===== src/rtl/wav_sample_player_if.sv =====
// wav_sample_player_if: ROM read bus between the sample player and its sample ROM
interface wav_sample_player_if #(parameter int AW = 19);
  logic [AW-1:0] rom_ab;
  logic rom_rd;
  logic [7:0] rom_db;
  logic rom_ack;
  modport master (output rom_ab, rom_rd, input rom_db, rom_ack);
  modport slave (input rom_ab, rom_rd, output rom_db, rom_ack);
endinterface


===== src/rtl/wav_sample_player.sv =====
// wav_sample_player: priority-triggered PCM sample player fetching bytes from ROM
module wav_sample_player #(
  parameter int NCH = 3,
  parameter int CW = 2,
  parameter int AW = 19,
  parameter int LW = 13,
  parameter int SAMPLE_CNT = 2228,
  parameter logic [NCH*AW-1:0] BASE_TBL = {19'h13000, 19'h11000, 19'h10000},
  parameter logic [NCH*LW-1:0] LEN_TBL = {13'h1751, 13'h1E21, 13'h07D1},
  parameter logic [NCH-1:0] LOOP_MASK = '0
) (
  input logic I_CLK,
  input logic I_RSTn,
  input logic [NCH-1:0] I_SW,
  wav_sample_player_if.master rom,
  output logic [7:0] O_SAMPLE,
  output logic O_BUSY,
  output logic [CW-1:0] O_CH,
  output logic O_LATE
);
  localparam int TW = SAMPLE_CNT > 1 ? $clog2(SAMPLE_CNT) : 1;
  typedef enum logic [1:0] {IDLE, FETCH, WAIT, HOLD} state_t;
  state_t state, state_n;
  logic [TW-1:0] cnt;
  logic tick;
  logic [NCH-1:0] s1, s2, trig;
  logic [LW-1:0] ptr, ptr_n;
  logic [AW-1:0] ab_n;
  logic [7:0] sample_n;
  logic [CW-1:0] ch_n, sel;
  logic rd_n, pend, pend_n, late_n, disc, disc_n, any, accept, go;

  function automatic logic [AW-1:0] base(input logic [CW-1:0] c);
    return BASE_TBL[int'(c)*AW +: AW];
  endfunction

  function automatic logic [LW-1:0] len(input logic [CW-1:0] c);
    return LEN_TBL[int'(c)*LW +: LW];
  endfunction

  assign trig = s1 & ~s2;
  assign accept = any && (state == IDLE || sel >= O_CH);
  assign O_BUSY = state != IDLE;

  // free-running sample-rate divider; tick is registered one cycle after the wrap count
  always_ff @(posedge I_CLK or negedge I_RSTn)
    if (!I_RSTn) begin
      cnt <= '0;
      tick <= 1'b0;
    end else begin
      cnt <= cnt == TW'(SAMPLE_CNT - 1) ? '0 : cnt + TW'(1);
      tick <= cnt == TW'(SAMPLE_CNT - 1);
    end

  // two-flop synchroniser on the active-low triggers
  always_ff @(posedge I_CLK or negedge I_RSTn)
    if (!I_RSTn) begin
      s1 <= '0;
      s2 <= '0;
    end else begin
      s1 <= ~I_SW;
      s2 <= s1;
    end

  // highest-index trigger wins
  always_comb begin
    sel = '0;
    any = 1'b0;
    for (int i = 0; i < NCH; i++)
      if (trig[i]) begin
        sel = CW'(i);
        any = 1'b1;
      end
  end

  // next state: new trigger, fetch/ack sequencing, pending tick and sample advance
  always_comb begin
    state_n = state;
    ptr_n = ptr;
    ab_n = rom.rom_ab;
    sample_n = O_SAMPLE;
    ch_n = O_CH;
    pend_n = pend;
    late_n = O_LATE;
    disc_n = disc;
    go = 1'b0;
    if ((state == FETCH || state == WAIT) && tick) begin
      late_n = O_LATE | pend;
      pend_n = 1'b1;
    end
    if (accept && !(state == WAIT && !rom.rom_ack)) begin
      ch_n = sel;
      ptr_n = '0;
      ab_n = base(sel);
      state_n = FETCH;
      pend_n = 1'b0;
      disc_n = 1'b0;
    end else if (accept) begin
      ch_n = sel;
      ptr_n = '0;
      disc_n = 1'b1;
    end else if (state == FETCH)
      state_n = WAIT;
    else if (state == WAIT && rom.rom_ack && disc) begin
      ab_n = base(O_CH);
      state_n = FETCH;
      pend_n = 1'b0;
      disc_n = 1'b0;
    end else if (state == WAIT && rom.rom_ack) begin
      sample_n = rom.rom_db;
      state_n = HOLD;
      go = pend | tick;
      pend_n = 1'b0;
    end else if (state == HOLD)
      go = tick;
    if (go) begin
      if (ptr != len(O_CH) - LW'(1)) begin
        ptr_n = ptr + LW'(1);
        ab_n = base(O_CH) + AW'(ptr) + AW'(1);
        state_n = FETCH;
      end else if (LOOP_MASK[O_CH] && s1[O_CH]) begin
        ptr_n = '0;
        ab_n = base(O_CH);
        state_n = FETCH;
      end else begin
        sample_n = 8'h80;
        state_n = IDLE;
      end
    end
    rd_n = state_n == FETCH;
  end

  // state and output registers
  always_ff @(posedge I_CLK or negedge I_RSTn)
    if (!I_RSTn) begin
      state <= IDLE;
      ptr <= '0;
      rom.rom_ab <= '0;
      rom.rom_rd <= 1'b0;
      O_SAMPLE <= 8'h80;
      O_CH <= '0;
      O_LATE <= 1'b0;
      pend <= 1'b0;
      disc <= 1'b0;
    end else begin
      state <= state_n;
      ptr <= ptr_n;
      rom.rom_ab <= ab_n;
      rom.rom_rd <= rd_n;
      O_SAMPLE <= sample_n;
      O_CH <= ch_n;
      O_LATE <= late_n;
      pend <= pend_n;
      disc <= disc_n;
    end
endmodule


===== src/flat_wrapper.sv =====
// flat-port wrapper written by rule: the top's interface ports become plain ports
module wav_sample_player_flat 
#(
  parameter int NCH = 3,
  parameter int CW = 2,
  parameter int AW = 19,
  parameter int LW = 13,
  parameter int SAMPLE_CNT = 2228,
  parameter logic [NCH*AW-1:0] BASE_TBL = {19'h13000, 19'h11000, 19'h10000},
  parameter logic [NCH*LW-1:0] LEN_TBL = {13'h1751, 13'h1E21, 13'h07D1},
  parameter logic [NCH-1:0] LOOP_MASK = '0
)
  (I_CLK, I_RSTn, I_SW, O_SAMPLE, O_BUSY, O_CH, O_LATE, rom_rom_ab, rom_rom_rd, rom_rom_db, rom_rom_ack);
  wav_sample_player_if #(.AW(AW)) rom_i ();
  input logic I_CLK;
  input logic I_RSTn;
  input logic [NCH-1:0] I_SW;
  output logic [7:0] O_SAMPLE;
  output logic O_BUSY;
  output logic [CW-1:0] O_CH;
  output logic O_LATE;
  output wire logic [$bits(rom_i.rom_ab)-1:0] rom_rom_ab;
  output wire logic [$bits(rom_i.rom_rd)-1:0] rom_rom_rd;
  input wire logic [$bits(rom_i.rom_db)-1:0] rom_rom_db;
  input wire logic [$bits(rom_i.rom_ack)-1:0] rom_rom_ack;
  assign rom_rom_ab = rom_i.rom_ab;
  assign rom_rom_rd = rom_i.rom_rd;
  assign rom_i.rom_db = rom_rom_db;
  assign rom_i.rom_ack = rom_rom_ack;
  wav_sample_player #(.NCH(NCH), .CW(CW), .AW(AW), .LW(LW), .SAMPLE_CNT(SAMPLE_CNT), .BASE_TBL(BASE_TBL), .LEN_TBL(LEN_TBL), .LOOP_MASK(LOOP_MASK)) u_core (.I_CLK(I_CLK), .I_RSTn(I_RSTn), .I_SW(I_SW), .rom(rom_i), .O_SAMPLE(O_SAMPLE), .O_BUSY(O_BUSY), .O_CH(O_CH), .O_LATE(O_LATE));
endmodule

===== config.mk =====
export PLATFORM = sky130hd
export DESIGN_NAME = wav_sample_player_flat
export DESIGN_NICKNAME = d
export VERILOG_FILES = /design/src/rtl/wav_sample_player_if.sv /design/src/rtl/wav_sample_player.sv /design/src/flat_wrapper.sv
export SDC_FILE = /design/constraint.sdc
export NUM_CORES = 1
export LEC_CHECK = 0
export BUFFER_PORTS_ARGS = -buffer_cell sky130_fd_sc_hd__buf_4
export CAP_MARGIN = 20
export CORE_ASPECT_RATIO = 0.6
export CORE_MARGIN = 10
export CORE_UTILIZATION = 40
export CTS_BUF_LIST = sky130_fd_sc_hd__clkbuf_16
export DETAILED_ROUTE_END_ITERATION = 7
export PLACE_DENSITY = 0.7
export SLEW_MARGIN = 20
export SYNTH_ARGS = -nofsm -noshare
export SYNTH_HDL_FRONTEND = slang
export SYNTH_SLANG_ARGS = --single-unit
export TNS_END_PERCENT = 100

===== constraint.sdc =====
create_clock -name I_CLK -period 3.29 [get_ports I_CLK]
set_clock_uncertainty 0.15 [all_clocks]
set_input_delay 0.658 -clock I_CLK [delete_from_list [all_inputs] [get_ports I_CLK]]
set_output_delay 0.658 -clock I_CLK [all_outputs]
set_load 0.01 [all_outputs]

---- Word level (Yosys, flattened, before mapping) ----
Cells that the tools add are included.
operators by class
  divide/modulo/power cells ............... 0
  $add $sub $neg .......................... 5
  eq/ne operators ......................... 7
  $mul .................................... 3
  shift operators ......................... 3
  bitwise gates (word level) .............. 5
  mux-type cells .......................... 56
  order comparisons ....................... 2
  reduce and logical (&&, ||, !) cells .... 16
operator list
  operator                   number
  $mux 19                    7
  $shiftx 57x32->19 const A  2
  $mux 13                    5
  $mux 8                     8
  $shiftx 39x32->13 const A  1
  $mux 1                     23
  $mux 2                     10
  $add 19x1->19 const B      1
  $add 19x13->19             1
  $mul 2x5->7 const B        2
  $add 13x1->13 const B      1
  $ne 13x13->1               1
  $sub 13x1->13 const B      1
  $add 12x1->12 const B      1
  $eq 12x12->1 const B       1
  $mux 12                    1
  $logic_and 1x1->1          7
  $mul 2x4->6 const B        1
  $not 3->3                  2
  $bmux 1 s2                 2
  $eq 2x1->1 const B         2
  $eq 2x2->1 const B         2
  $reduce_bool 2->1          2
  $and 3x3->3                1
  other kinds (9)            12
storage, ports and cells
  output and inout port bits .............. 32
  bits in latches ......................... 0
  register bits after elaboration ......... 67
  ROM bits ................................ 0
  memories kept ........................... 0
  input port bits ......................... 14
  bits in writable memories ............... 0

---- Logic depth before layout (Yosys ltp) ----
Gate-level depths: netlist of run 1.
  depth in word-level cells ............... 12
  mapped depth ............................ 10
  depth with buffers taken out ............ 8

---- Least setup slack after synthesis of run 1 ----
No wires, ideal clock.
  kind .................................... register to register
  start point ............................. reg u_core.s2[1]
  end point ............................... reg u_core.rom.rom_ab[10]
  stages on the path, launching flop included .. 11
  slack ................................... 0.765 ns
  library setup time ...................... 0.120 ns
  arrival ................................. 2.255 ns
  cell sequence ........................... dfrtp_1 > nor2b_1 > nand2_1 > ha_1 > nand2b_1 > a211oi_2 > nor3_1 > a21o_1 > buf_2 > buf_2 > a31o_1
on the way
  cells in the longest elaborated chain, start to end .. 12
RTL lines
  element                                              RTL line                   text
  start, declared                                      wav_sample_player.sv:26    logic [NCH-1:0] s1, s2, trig;
  start signal, assigned                               wav_sample_player.sv:59    s2 <= '0;
  start signal, assigned                               wav_sample_player.sv:62    s2 <= s1;
  $not 3->3 *                                          wav_sample_player.sv:41    assign trig = s1 & ~s2;
  $and 3x3->3 *                                        wav_sample_player.sv:41
  branches (longest 9 deep; another with $mul 2x5->7)  --
  $mux 19 *                                            wav_sample_player.sv:116   if (go) begin
  named net u_core.ab_n[10]                            wav_sample_player.sv:28    logic [AW-1:0] ab_n;
  end signal, assigned                                 wav_sample_player.sv:148   rom.rom_ab <= ab_n;
  end, declared                                        wav_sample_player_if.sv:7  modport master (output rom_ab, rom_rd, input rom_db, rom_ack);
Mark *: on every way through the listed nets, which the timed path passes.
A chain may end at the register's enable or synchronous reset.

---- Worst setup path in the final report of run 1 ----
  start point ............................. reg u_core.s2[1]
  end point ............................... reg u_core.O_SAMPLE[4]
on the way
  cells in the longest elaborated chain, start to end .. 12
RTL lines
  element                                      RTL line                                          text
  $not 3->3 *                                  wav_sample_player.sv:41
  $and 3x3->3 *                                wav_sample_player.sv:41
  $mux 1                                       wav_sample_player.sv:70                           if (trig[i]) begin
  $mux 2                                       wav_sample_player.sv:70
  $ge 2x2->1                                   wav_sample_player.sv:42                           assign accept = any && (state == IDLE || sel >= O_CH);
  $logic_or 1x1->1                             wav_sample_player.sv:42
  $logic_and 1x1->1 *                          wav_sample_player.sv:42
  $mux 8 or $logic_and 1x1->1 (tied branches)  wav_sample_player.sv:98, wav_sample_player.sv:91
  $mux 8                                       wav_sample_player.sv:91                           if (accept && !(state == WAIT && !rom.rom_ack)) begin
  $mux 8                                       wav_sample_player.sv:121                          end else if (LOOP_MASK[O_CH] && s1[O_CH]) begin
  $mux 8                                       wav_sample_player.sv:117                          if (ptr != len(O_CH) - LW'(1)) begin
  $mux 8 *                                     wav_sample_player.sv:116
  named net u_core.sample_n[4]                 wav_sample_player.sv:29                           logic [7:0] sample_n;
  end signal, assigned                         wav_sample_player.sv:150                          O_SAMPLE <= sample_n;
  end, declared                                wav_sample_player.sv:16                           output logic [7:0] O_SAMPLE,
The timed path passes the listed nets; every way through them passes the cells marked *.

==> reports/results.txt, run 1 <==
status -> finished, final reports clean
delay-heaviest family, CP -> simple AND/OR/NAND/NOR gates
fmax -> 334.9 MHz
Netlist cell types -> 65
Seq cells post-synth -> 67
drt first pass iters -> 4
cell count after placement -> 476
Max-Cap Viols -> 0
setup bufs post-CTS -> 0
most common cell in the netlist -> dfrtp_1
Die Y -> 92.43 um
Hold Fails Final Rpt -> 0
Layout Utilization -> 49.38%
CP max stage cell -> a211oi_2
core footprint -> 0.008523 mm2
via count -> 2698
initial DRC count -> 208
CTS tree -> yes
io pins -> 46
placed cell area -> 0.003929 mm2
Worst Hold Path EP -> u_core.s2[1]
Clock Sink Count -> 67
CP bufs+invs -> 0
Via density -> 5.484
FF-to-FF path depth -> 8
asr flop ratio synth -> 100.0%
top cells by area, synth -> dfrtp_1 47%, ha_1 4.7%, xnor2_1 3.0%, a21oi_1 2.9%, xor2_1 2.8%
DRC Markers -> 0
Layout Nets -> 402
Row Count -> 26
number of fillers in the final layout -> 800
hold path startpoint -> u_core.s1[1]
Critical Path Fanout Max -> 14
Hold Crit Class -> reg2reg
Mapped Nets -> 355
RSZ-0062 raised after global routing -> no
hold_buf cts -> 0
share of the synthesized area in the top cell type -> 47.23%
relative slew slack -> 44.49%
vias in the first global route -> 2763
n_diodes -> 0
Gate Count Post-Synth -> 328
Worst path max stage delay -> 540 ps
largest net degree at the start of global routing -> 68
Worst-path clk slew -> 50 ps
worst endpoint required time -> 3400 ps
Yosys Warn Count -> 0
Commonest cells post-synth -> 66 x dfrtp_1, 20 x a21oi_1, 19 x inv_1, 16 x nor2_1, 16 x nor3_1
TritonCTS Buffers -> 9
Final setup viols -> 0
worst reg2reg startpoint -> u_core.s2[1]
Post-synth EDFFs -> 0
Setup CP Type -> reg2reg
die area -> 0.01301 mm2
fin. max-slew vios -> 0
clk buf depth -> 2
Final min period -> 2986 ps
Hold Path Depth -> 0
Final GP Congestion -> 0.8396
total wire length -> 8.278 mm
estimated wirelength of the detail-placed design -> 5.923 mm
share of cells above drive strength 1 -> 25.26%
Mapped Avg Cell Area -> 10.66 um2
R2R Path End -> u_core.O_SAMPLE[4]
Pwr per Cell Area -> 643.4 mW/mm2
Worst setup EP type -> register
initial antenna violation count -> 0
Least-Margin Pin Slew -> 832.6 ps
worst-skew pair later-pin latency -> 330 ps
gr ovfl total -> 0
Post-synth top flop -> dfrtp_1
DR WL/cell -> 16.83 um
PortBufs -> 45
sequential fraction of the synthesis area -> 47.98%
LEAKAGE -> 0.001937 uW
post_cts resized -> 0
width of the die -> 140.7 um
post-route cell area -> 0.004209 mm2
VDD IR-drop max -> 0.3624 mV
total negative slack -> 0 ps
post-route insts no fill -> 492
first-pass GRT wire length -> 14.32 mm
leading area contributor after synthesis -> dfrtp_1
Root Buffer -> clkbuf_16
Tot GR Track Use -> 13.56%
Crit path arrival time -> 3100 ps
reg2reg setup slack -> 300 ps
Initial Utilization -> 41.03%
crit share post-route -> 90.77%
area grow syn2layout -> 20.36%
Post-Syn Area -> 0.003497 mm2
CP Cell Sequence -> nor2b_1 > nand2_1 > ha_1 > nand2b_1 > a211oi_2 > nor2_2 > nor3b_2 > a22o_1
H-tree depth -> 3
Detail Route Antenna Nets -> 0
crit start category -> register
## through the flow
stage | hold slack, ps | total power [uW] | worst slack [ps]
global placement | 205.0 | 1801 | 476.6
floorplan | 196.5 | 1502 | 764.9
finish | 214.6 | 2708 | 303.6
global route | 223.6 | 2883 | 5.863
detailed placement | 213.5 | 1816 | 317.6
CTS | 216.7 | 2742 | 276.9
## worst max-delay path by stage
stage | slack (ps) | end | startpoint | cells after the start
floorplan | 760 | u_core.rom.rom_ab[10] | u_core.s2[1] | 10
global placement | 480 | u_core.O_SAMPLE[1] | u_core.s2[1] | 8
detailed placement | 320 | u_core.O_SAMPLE[1] | u_core.s1[1] | 8
CTS | 280 | u_core.O_SAMPLE[1] | u_core.s2[1] | 8
global route | 6 | u_core.O_SAMPLE[0] | u_core.s1[1] | 8
finish | 300 | u_core.O_SAMPLE[4] | u_core.s2[1] | 8
## sequential cells by signal (all words and copies together), names as in the netlist
register	cells
u_core.rom.rom_ab	19
u_core.ptr	13
u_core.cnt	12
u_core.O_SAMPLE	8
u_core.s1	3
u_core.s2	3
u_core.O_CH	2
u_core.state	2
u_core.O_LATE	1
u_core.disc	1
u_core.pend	1
u_core.rom.rom_rd	1
u_core.tick	1
## cell families after synthesis
family | Yosys count | synth area share (%)
compound gates | 84 | 17.96
xor+xnor | 23 | 5.760
fa+ha+maj | 13 | 4.651
buf+inv | 35 | 4.830
flops | 67 | 47.98
mux | 3 | 0.8945
simple gates | 103 | 17.92
## final cells by class
type	count	area, um2	share of cell area [%]
flip-flops and latches	67	1678	39.86
multi-input cells	226	1653	39.27
repair buffers	51	382.9	9.096
clock buffers	9	225.2	5.351
well taps	112	140.1	3.329
inverters	20	75.07	1.784
clock inverters	7	55.05	1.308
## report_power, final
part | switching (uW) | leakage [uW] | internal (uW)
Sequential | 85.4 | 0.000877 | 921
Clock | 331 | 0.000150 | 572
Combinational | 472 | 0.000909 | 327
## cells in the final DEF, fill, tap and decap left out, drive strengths merged, types with 2 or more instances in the layout
| master | synthesis | layout |
|---|---|---|
| dfrtp | 66 | 66 |
| buf | 11 | 51 |
| inv | 20 | 23 |
| a21oi | 20 | 20 |
| nor3 | 16 | 16 |
| nor2 | 16 | 16 |
| o21ai | 15 | 15 |
| a31o | 14 | 14 |
| ha | 13 | 13 |
| nand3 | 13 | 13 |
| nand2 | 13 | 13 |
| xnor2 | 12 | 12 |
| or3 | 11 | 11 |
| xor2 | 11 | 11 |
| clkbuf | 4 | 9 |
| a22o | 8 | 8 |
| a211oi | 5 | 5 |
| and3 | 4 | 4 |
| nand2b | 4 | 4 |
| nand4 | 4 | 4 |
| or2 | 3 | 3 |
| nor2b | 3 | 3 |
| a22oi | 3 | 3 |
| o22ai | 3 | 3 |
| nor4 | 3 | 3 |
| or4 | 3 | 3 |
| clkinv | 0 | 3 |
| o211ai | 2 | 2 |
| a211o | 2 | 2 |
| a31oi | 2 | 2 |
| mux2i | 2 | 2 |
| o2111ai | 2 | 2 |
| nor3b | 2 | 2 |
| o31ai | 2 | 2 |
## worst reg2reg max path, stage by stage (launching register included)
cell,delay [ps]
dfrtp_1,360
nor2b_1,270
nand2_1,120
ha_1,280
nand2b_1,170
a211oi_2,540
nor2_2,290
nor3b_2,530
a22o_1,230
## routing by layer
metal / GRT usage (%) / wire (um) / vias up
li1: - / - / 1295
met1: 19.48 / 4287 / 1319
met2: 17.59 / 3187 / 77
met3: 5.711 / 696 / 7
met4: 4.366 / 108 / 0
met5: 0 / 0 / -
Note: power is estimated with default switching activity, not from simulation.
==> run 2, diff against run 1 <==
--- a/config.mk
+++ b/config.mk
@@ -5,6 +5,7 @@
 export SDC_FILE = /design/constraint.sdc
 export NUM_CORES = 1
 export LEC_CHECK = 0
+export ABC_AREA = 1
 export BUFFER_PORTS_ARGS = -buffer_cell sky130_fd_sc_hd__buf_4
 export CAP_MARGIN = 20
 export CORE_ASPECT_RATIO = 0.6
==> run 2 against run 1 <==
Net effect: synthesized cell count grew 34%; critical endpoint is now u_core.rom.rom_ab[11]; sequential power is essentially flat; combinational power shrank 22%; core utilization is essentially flat; sequential share of layout area grew 0.18 points; design area shrank 0.45%.
==> reports/results.txt, run 2 <==
sequential fraction of the synthesis area -> 48.05% (+0.069 points)
core footprint -> 0.008491 mm2 (-0.38%)
status -> finished, final reports clean
Final setup viols -> 0 (unchanged)
Post-Syn Area -> 0.003492 mm2 (-0.14%)
Gate Count Post-Synth -> 438 (+34%)
Worst-path clk slew -> 50 ps (about the same)
LEAKAGE -> 0.002305 uW (+19%)
Via density -> 4.770 (-13%)
Layout Utilization -> 49.35% (about the same)
fin. max-slew vios -> 0 (unchanged)
Hold Fails Final Rpt -> 0 (unchanged)
Worst setup EP type -> register
initial antenna violation count -> 0 (unchanged)
Detail Route Antenna Nets -> 0 (unchanged)
die area -> 0.01299 mm2 (-0.11%)
initial DRC count -> 163 (-22%)
Final min period -> 2692 ps (-293.9 ps)
relative slew slack -> 43.37% (-1.1 points)
width of the die -> 140.6 um (about the same)
setup bufs post-CTS -> 0 (unchanged)
CP max stage cell -> dfrtp_1
Final GP Congestion -> 0.8322 (-0.88%)
leading area contributor after synthesis -> dfrtp_1
DR WL/cell -> 13.37 um (-21%)
max FFs per register -> 19 (unchanged)
CTS tree -> yes
placed cell area -> 0.003928 mm2 (about the same)
VDD IR-drop max -> 0.2500 mV (-31%)
Largest Register -> u_core.rom.rom_ab
PortBufs -> 45 (unchanged)
Row Count -> 26 (unchanged)
area grow syn2layout -> 19.99%
DRC Markers -> 0 (unchanged)
Setup CP Type -> reg2reg
Die Y -> 92.38 um (about the same)
worst-skew pair later-pin latency -> 340 ps (about the same)
share of the synthesized area in the top cell type -> 47.29% (+0.068 points)
CP Cell Sequence -> nand2_1 > nand3_1 > ha_1 > inv_1 > nand2_1 > nand2_1 > nand2_1 > nand2_1 > inv_1 > nor2_2 > nand2_4 > inv_2 > nand3_1 > nand2_1
TritonCTS Buffers -> 9 (unchanged)
most common cell in the netlist -> nand2_1
io pins -> 46 (unchanged)
vias in the first global route -> 2799 (+1.3%)
Tot GR Track Use -> 13.14% (-0.42 points)
Initial Utilization -> 41.13% (+0.098 points)
estimated wirelength of the detail-placed design -> 5.867 mm (-0.95%)
worst endpoint required time -> 3410 ps (about the same)
clk buf depth -> 2 (unchanged)
Pwr per Cell Area -> 584.2 mW/mm2 (-9.2%)
Post-synth top flop -> dfrtp_1
commonest non-fill, non-tap cell in the layout -> nand2_1
delay-heaviest family, CP -> simple AND/OR/NAND/NOR gates
fmax -> 371.4 MHz (+11%)
CP dominant cell by count -> nand2_1
crit share post-route -> 81.84% (-8.9 points)
CP bufs+invs -> 3 (+3)
drt first pass iters -> 4 (unchanged)
first-pass GRT wire length -> 13.74 mm (-4.0%)
via count -> 2881 (+6.8%)
Netlist cell types -> 33 (-49%)
post_cts resized -> 0 (unchanged)
RSZ-0062 raised after global routing -> no
Hold Crit Class -> reg2reg
top cells by area, synth -> dfrtp_1 47%, nand2_1 13%, inv_1 7.7%, nand3_1 5.4%, ha_1 4.7%
hold_buf cts -> 0 (unchanged)
total negative slack -> 0 ps (unchanged)
share of cells above drive strength 1 -> 15.24% (-10 points)
largest registers -> u_core.rom.rom_ab: 19 flops, u_core.ptr: 13 flops, u_core.cnt: 12 flops
H-tree depth -> 3 (unchanged)
gr ovfl total -> 0 (unchanged)
crit start category -> register
Clock Sink Count -> 67 (unchanged)
n_diodes -> 0 (unchanged)
Critical Path Fanout Max -> 25 (+11)
Seq cells post-synth -> 67 (unchanged)
commonest non-fill, non-tap cells in the layout -> 120 x nand2_1, 74 x inv_1, 66 x dfrtp_1
largest net degree at the start of global routing -> 68 (unchanged)
Worst path max stage delay -> 380 ps (-160 ps)
Layout Nets -> 514 (+28%)
Commonest cells post-synth -> 120 x nand2_1, 72 x inv_1, 66 x dfrtp_1, 38 x nand3_1, 37 x nor2_1
Max-Cap Viols -> 0 (unchanged)
Post-synth EDFFs -> 0 (unchanged)
post-route cell area -> 0.004190 mm2 (-0.45%)
Yosys Warn Count -> 0 (unchanged)
total wire length -> 8.073 mm (-2.5%)
Crit path arrival time -> 2820 ps (-280 ps)
asr flop ratio synth -> 100.0% (unchanged)
Root Buffer -> clkbuf_16
Mapped Avg Cell Area -> 7.973 um2 (-25%)
Least-Margin Pin Slew -> 849.5 ps (+16.94 ps)
Mapped Nets -> 465 (+31%)
==> run 2: layout make-up <==
cell class	count	area, um2
Timing Repair Buffer	47	352.8
Fill cell	799	4300
Sequential cell	67	1678
Tap cell	112	140.1
Inverter	73	274.0
Multi-Input combinational cell	289	1483
Clock buffer	9	225.2
Clock inverter	7	37.54
==> run 2: per-stage QoR <==
stage	setup WS (ps)	std cells	power (uW)	hold slack, ps
finish	597.5	604	2448	239.0
CTS	578.1	604	2484	240.9
global placement	715.5	588	1604	209.9
floorplan	1269	438	1364	204.0
global route	200.9	604	2619	250.1
detailed placement	598.7	588	1622	222.9
==> run 2: worst reg2reg max path, delay by kind of cell (launching register included) <==
kind,cells,cell delay (ps)
adder cells (fa/ha/maj),1,290
flip-flops,1,380
buffers and inverters,3,430
AND/OR/NAND/NOR,10,1370
==> run 2: worst paths after layout <==
check                              from                    end  slack [ps]  cells after the start
max in group asynchronous        I_RSTn          u_core.ptr[7]        2160                      1
setup reg to reg           u_core.s1[2]  u_core.rom.rom_ab[11]         600                     14
hold / removal             u_core.s1[0]           u_core.s2[0]         240                      0
hold reg to reg            u_core.s1[0]           u_core.s2[0]         240                      0
min in group asynchronous        I_RSTn          u_core.ptr[5]         270                      1
setup / recovery           u_core.s1[2]  u_core.rom.rom_ab[11]         600                     14
==> run 2: cell families (layout without fill, tap and decap cells) <==
family          count (synthesis)  in the layout  share of synthesized area [%]
buf+inv                        82            136                          9.495
flops                          67             67                          48.05
simple gates                  238            238                          30.63
fa+ha+maj                      13             13                          4.658
xor+xnor                       13             13                          3.261
compound gates                 25             25                          3.906
==> run 2: routing by layer <==
metal	global-route usage, %	vias to the layer above	share of wire, %
met3	6.476	14	8.1
met2	17.62	78	40
met5	0	-	0
met4	5.308	0	1.9
li1	-	1487	-
met1	17.50	1302	50
==> run 2: report_power, final <==
group / total [uW] / leakage (uW) / switching [uW] / internal [uW]
clock: 847 / 0.000134 / 348 / 499
sequential: 981 / 0.000858 / 65.6 / 915
combinational: 620 / 0.00131 / 376 / 244
